## src/rtl/port_out_arbiter.sv

```systemverilog
// Round-robin arbiter sharing the output-port write bus between N_REQ masters.
// One access per grant: an in-window address produces a single write strobe,
// an out-of-window address is answered with ack+err and no write.
//
// state  | meaning
// -------+-----------------------------------------------------------------
// IDLE   | bus quiet, sampling req on every edge for the next winner
// WRITE  | write strobe high for the latched access, ack to the winner
// REJECT | latched address outside the port window, ack+err, no write
module port_out_arbiter #(
    parameter int          N_REQ      = 4,
    parameter logic [7:0]  PORT_BASE  = 8'hE0,
    parameter int          PORT_COUNT = 16
) (
    input  logic                 clk,
    input  logic                 reset,
    input  logic [N_REQ-1:0]     req,
    input  logic [8*N_REQ-1:0]   req_addr,
    input  logic [8*N_REQ-1:0]   req_data,
    output logic [7:0]           address,
    output logic [7:0]           data_out,
    output logic                 write,
    output logic [N_REQ-1:0]     ack,
    output logic                 err,
    output logic                 busy
);

    localparam int IDX_W = (N_REQ > 1) ? $clog2(N_REQ) : 1;

    // 9-bit window bounds so PORT_BASE+PORT_COUNT = 256 does not wrap to 0
    localparam logic [8:0] WIN_LO = 9'(PORT_BASE);
    localparam logic [8:0] WIN_HI = 9'(int'(PORT_BASE) + PORT_COUNT);

    localparam logic [IDX_W-1:0] LAST_IDX = IDX_W'(N_REQ - 1);
    localparam logic [IDX_W:0]   N_WIDE   = (IDX_W+1)'(N_REQ);

    typedef enum logic [1:0] {
        IDLE   = 2'd0,
        WRITE  = 2'd1,
        REJECT = 2'd2
    } state_t;

    state_t              state, state_nxt;
    logic [IDX_W-1:0]    ptr, ptr_nxt;
    logic [IDX_W-1:0]    win, win_nxt;
    logic [7:0]          addr_nxt;
    logic [7:0]          data_nxt;

    logic [2*N_REQ-1:0]  req_dbl;
    logic [N_REQ-1:0]    req_rot;
    logic [IDX_W-1:0]    pick;
    logic [7:0]          pick_addr;
    logic [7:0]          pick_data;
    logic                pick_in_window;

    // Rotate requests so bit 0 corresponds to the requester at ptr
    assign req_dbl = {req, req};
    assign req_rot = N_REQ'(req_dbl >> ptr);

    // First requester at or after ptr, folded back into 0..N_REQ-1
    always_comb begin
        logic        found;
        logic [IDX_W:0] sum;
        pick  = '0;
        found = 1'b0;
        sum   = '0;
        for (int j = 0; j < N_REQ; j++) begin
            if (!found && req_rot[j]) begin
                found = 1'b1;
                sum   = {1'b0, ptr} + (IDX_W+1)'(j);
                if (sum >= N_WIDE) begin
                    sum = sum - N_WIDE;
                end
                pick = sum[IDX_W-1:0];
            end
        end
    end

    // Select the winner's address and data from the packed request buses
    always_comb begin
        pick_addr = 8'h00;
        pick_data = 8'h00;
        for (int i = 0; i < N_REQ; i++) begin
            if (pick == IDX_W'(i)) begin
                pick_addr = req_addr[8*i +: 8];
                pick_data = req_data[8*i +: 8];
            end
        end
    end

    // Window check on the selected address
    always_comb begin
        pick_in_window = ({1'b0, pick_addr} >= WIN_LO) && ({1'b0, pick_addr} < WIN_HI);
    end

    // Next-state: grant only from IDLE, every grant lasts one cycle
    always_comb begin
        state_nxt = state;
        ptr_nxt   = ptr;
        win_nxt   = win;
        addr_nxt  = address;
        data_nxt  = data_out;
        case (state)
            IDLE: begin
                if (|req) begin
                    win_nxt   = pick;
                    addr_nxt  = pick_addr;
                    data_nxt  = pick_data;
                    state_nxt = pick_in_window ? WRITE : REJECT;
                end
            end
            WRITE, REJECT: begin
                ptr_nxt   = (win == LAST_IDX) ? '0 : win + 1'b1;
                state_nxt = IDLE;
            end
            default: begin
                state_nxt = IDLE;
            end
        endcase
    end

    // State, pointer, winner and latched bus registers
    always_ff @(posedge clk or negedge reset) begin
        if (!reset) begin
            state    <= IDLE;
            ptr      <= '0;
            win      <= '0;
            address  <= 8'h00;
            data_out <= 8'h00;
        end else begin
            state    <= state_nxt;
            ptr      <= ptr_nxt;
            win      <= win_nxt;
            address  <= addr_nxt;
            data_out <= data_nxt;
        end
    end

    // Strobes decode from registered state only, so reset drops them at once
    always_comb begin
        write = (state == WRITE);
        err   = (state == REJECT);
        busy  = (state != IDLE);
        ack   = '0;
        for (int i = 0; i < N_REQ; i++) begin
            ack[i] = busy && (win == IDX_W'(i));
        end
    end

endmodule

```

## config.mk

```make
export PLATFORM = sky130hd
export DESIGN_NAME = port_out_arbiter
export DESIGN_NICKNAME = d
export VERILOG_FILES = /design/src/rtl/port_out_arbiter.sv
export SDC_FILE = /design/constraint.sdc
export NUM_CORES = 1
export LEC_CHECK = 0
export CORE_MARGIN = 2
export CORE_UTILIZATION = 38
export DETAILED_ROUTE_END_ITERATION = 16
export MAX_ROUTING_LAYER = met4
export PLACE_DENSITY_LB_ADDON = 0.08
export SKIP_LAST_GASP = 1
export SLEW_MARGIN = 20
export SYNTH_ARGS = -nofsm -noshare
export SYNTH_HDL_FRONTEND = slang
export SYNTH_SLANG_ARGS = --single-unit
```

## constraint.sdc

```tcl
create_clock -name clk -period 2.5 [get_ports clk]
set_clock_uncertainty 0.15 [all_clocks]
set_input_delay 0.5 -clock clk [delete_from_list [all_inputs] [get_ports clk]]
set_output_delay 0.5 -clock clk [all_outputs]
set_load 0.005 [all_outputs]
```

==> impl_metrics.json <==
{
  "rows": 23,
  "dieWidth_um": 68.4,
  "via_per_inst": 4.92,
  "synth_cells": 141,
  "root_buffer": "clkbuf_8",
  "max-slew-margin-rel_pct": 79.3,
  "worstSetupStartpointType": "input port",
  "die_h_um": 68.4,
  "numPortBuffers": 92,
  "drive_gt1_share_pct": 21.4,
  "ff2ff_setup_slack_ns": 0.17,
  "cts_max_path_buffers": 2,
  "required_ns": 2.52,
  "die_area_um2": 4680,
  "initial_core_util_pct": 39.4,
  "period_share_pct": 95.4,
  "synthTopCellsByArea": "dfrtp_1, mux2i_1, mux2_2",
  "path_clk_slew_ns": 0.09,
  "synthesis.area_um2": 1580,
  "clock_latency_ns": 0.27,
  "power_density_nw_per_um2": 959,
  "setup_viol": 0,
  "r2r-start": "ptr[1]$_DFFE_PN0P_",
  "cts_tree": "yes",
  "syn2layout_area_growth_pct": 71.0,
  "min_path_type": "reg -> reg",
  "grt.total_usage_pct": 19.1,
  "via_count": 1442,
  "grt-ovfl-total": 0,
  "yosysSeqAreaShare_pct": 34.9,
  "first_iter_violations": 37,
  "fillers": 303,
  "final_cell_mix": "clkdlybuf4s50_1, mux2i_1, dfrtp_1, mux2_2, nand2_1",
  "ir_drop_mv": 0.552,
  "cp.arrival_ns": 2.40,
  "htree_levels": 1,
  "setup.worst_path.class": "in -> reg",
  "grt_max_degree": 23,
  "layout_commonest_cell": "clkdlybuf4s50_1",
  "core_area_um2": 4000,
  "hold_end": "address[3]$_DFFE_PN0P_",
  "cts_buffers": 3,
  "synth_area_per_cell_um2": 11.2,
  "finalPower_mw": 2.58,
  "cts_hold_buf": 0,
  "reg2reg_depth": 7,
  "worst_pin_slew_ns": 0.308,
  "place_congestion": 0.754,
  "postCtsSetupRepairBufs": 0,
  "grt_pass1_vias": 1515,
  "finalWirelength_um": 3950,
  "period_minus_slack_ns": 2.39,
  "drc_errors": 0,
  "dp_hpwl_um": 3370,
  "grt_pass1_wl_um": 6510,
  "rsz0062_at_grt": "false",
  "power_leakage_nw": 1.17,
  "outcome": "completed",
  "finalMaxSlewViolations": 0,
  "path_max_fanout": 6,
  "fin_nets": 321,
  "crit_path_end_kind": "register",
  "hp-start": "address[3]$_DFFE_PN0P_",
  "synth_cell_types": 26,
  "min_delay_path_depth": 2,
  "tns_ns": 0,
  "drtPass1Iterations": 2,
  "synth_top_area_share_pct": 34.9,
  "finalHoldViolCount": 0,
  "wl_per_cell_um": 13.5,
  "drtAntennaViolNets": 0,
  "antenna_found_initial": 0,
  "synth.largest_area_cell": "dfrtp_1",
  "timing.fmax_ghz": 0.419,
  "multi_input_area_um2": 948,
  "cts_sinks": 22,
  "ios": 93,
  "ff_latch_area_um2": 551,
  "ys_ff_latch": 22,
  "r2r_end": "state[1]$_DFFE_PN0P_",
  "syn-num-nets": 218,
  "yosys_warnings": 0,
  "num_antenna_cells": 0,
  "max_cap_viol_count": 0
}
## power breakdown
| group | internal, mW | switching [mW] | leakage (nW) |
|---|---|---|---|
| Combinational | 0.957 | 0.635 | 0.868 |
| Clock | 0.214 | 0.120 | 0.0357 |
| Sequential | 0.537 | 0.121 | 0.267 |
## cells in the mapped netlist (all sizes together)
master   n
inv      7
nor4     1
nand2b   3
nor2     2
a21oi    3
and4b    1
nand2   16
a311oi   1
mux2i   25
o2bb2a   1
clkbuf   2
nor2b    4
o31ai    1
nand3    2
buf      6
o21ai   15
mux2    18
mux4     4
dfrtp   22
ha       7
## critical path, stage by stage
cell	delay, ns
clkdlybuf4s50_1	0.52
inv_1	0.10
a311oi_4	0.26
buf_6	0.17
mux4_2	0.52
and4b_1	0.28
o21ai_2	0.05
## per-layer routing
| metal | global-route usage (%) | vias to the layer above | share of wire, % |
|---|---|---|---|
| met5 | - | - | 0 |
| met4 | 6.00 | 0 | 1.2 |
| met3 | 4.44 | 6 | 5.8 |
| met2 | 34.7 | 49 | 56 |
| met1 | 20.3 | 675 | 37 |
| li1 | - | 712 | - |
## registers in the layout, summed over array words and instances (netlist names)
register,cells
address,8
ptr,2
state,2
data_out,8
win,2
## layout make-up
class | count | share of cell area (%)
clock buffer | 3 | 1.53
clock inverter | 1 | 1.11
inverter | 7 | 0.975
multi-input combinational | 104 | 35.2
sequential | 22 | 20.4
tap | 50 | 2.32
timing repair buffer | 106 | 38.4
## per-stage QoR
step	instances	cell area [um2]	setup slack, ns	util, %	hold slack, ns
floorplan	141	1580	0.211	-	0.0544
global placement	289	2610	-0.225	65.3	0.310
detailed placement	289	2610	-0.261	65.3	0.314
CTS	293	2680	0.0309	67.1	0.332
global route	293	2690	0.0359	67.3	0.354
finish	293	2690	0.114	67.3	0.326
## how the worst max path moves through the flow
stage          startpoint                   end  cells after the start
2_1_floorplan      req[2]  state[1]$_DFFE_PN0P_                      7
3_3_place_gp       req[2]  state[1]$_DFFE_PN0P_                      8
3_5_place_dp       req[2]  state[1]$_DFFE_PN0P_                      8
4_1_cts            req[2]  state[1]$_DFFE_PN0P_                      8
5_1_grt            req[3]  state[1]$_DFFE_PN0P_                      7
6_report           req[3]  state[1]$_DFFE_PN0P_                      7
## cell families (layout without fill, tap and decap cells)
logic type,count (synthesis),after routing,share of synthesized area (%)
mux,47,47,34.7
simple gates,29,29,8.74
flops,22,22,34.9
compound gates,21,21,10.4
buf+inv,15,117,5.64
fa+ha+maj,7,7,5.56
## timing repair
action,CTS,global route
endpoints found under the hold margin,0,0
endpoints found under the setup margin,0,12
resized for setup,0,4
Power figures use the tool's default switching activity.
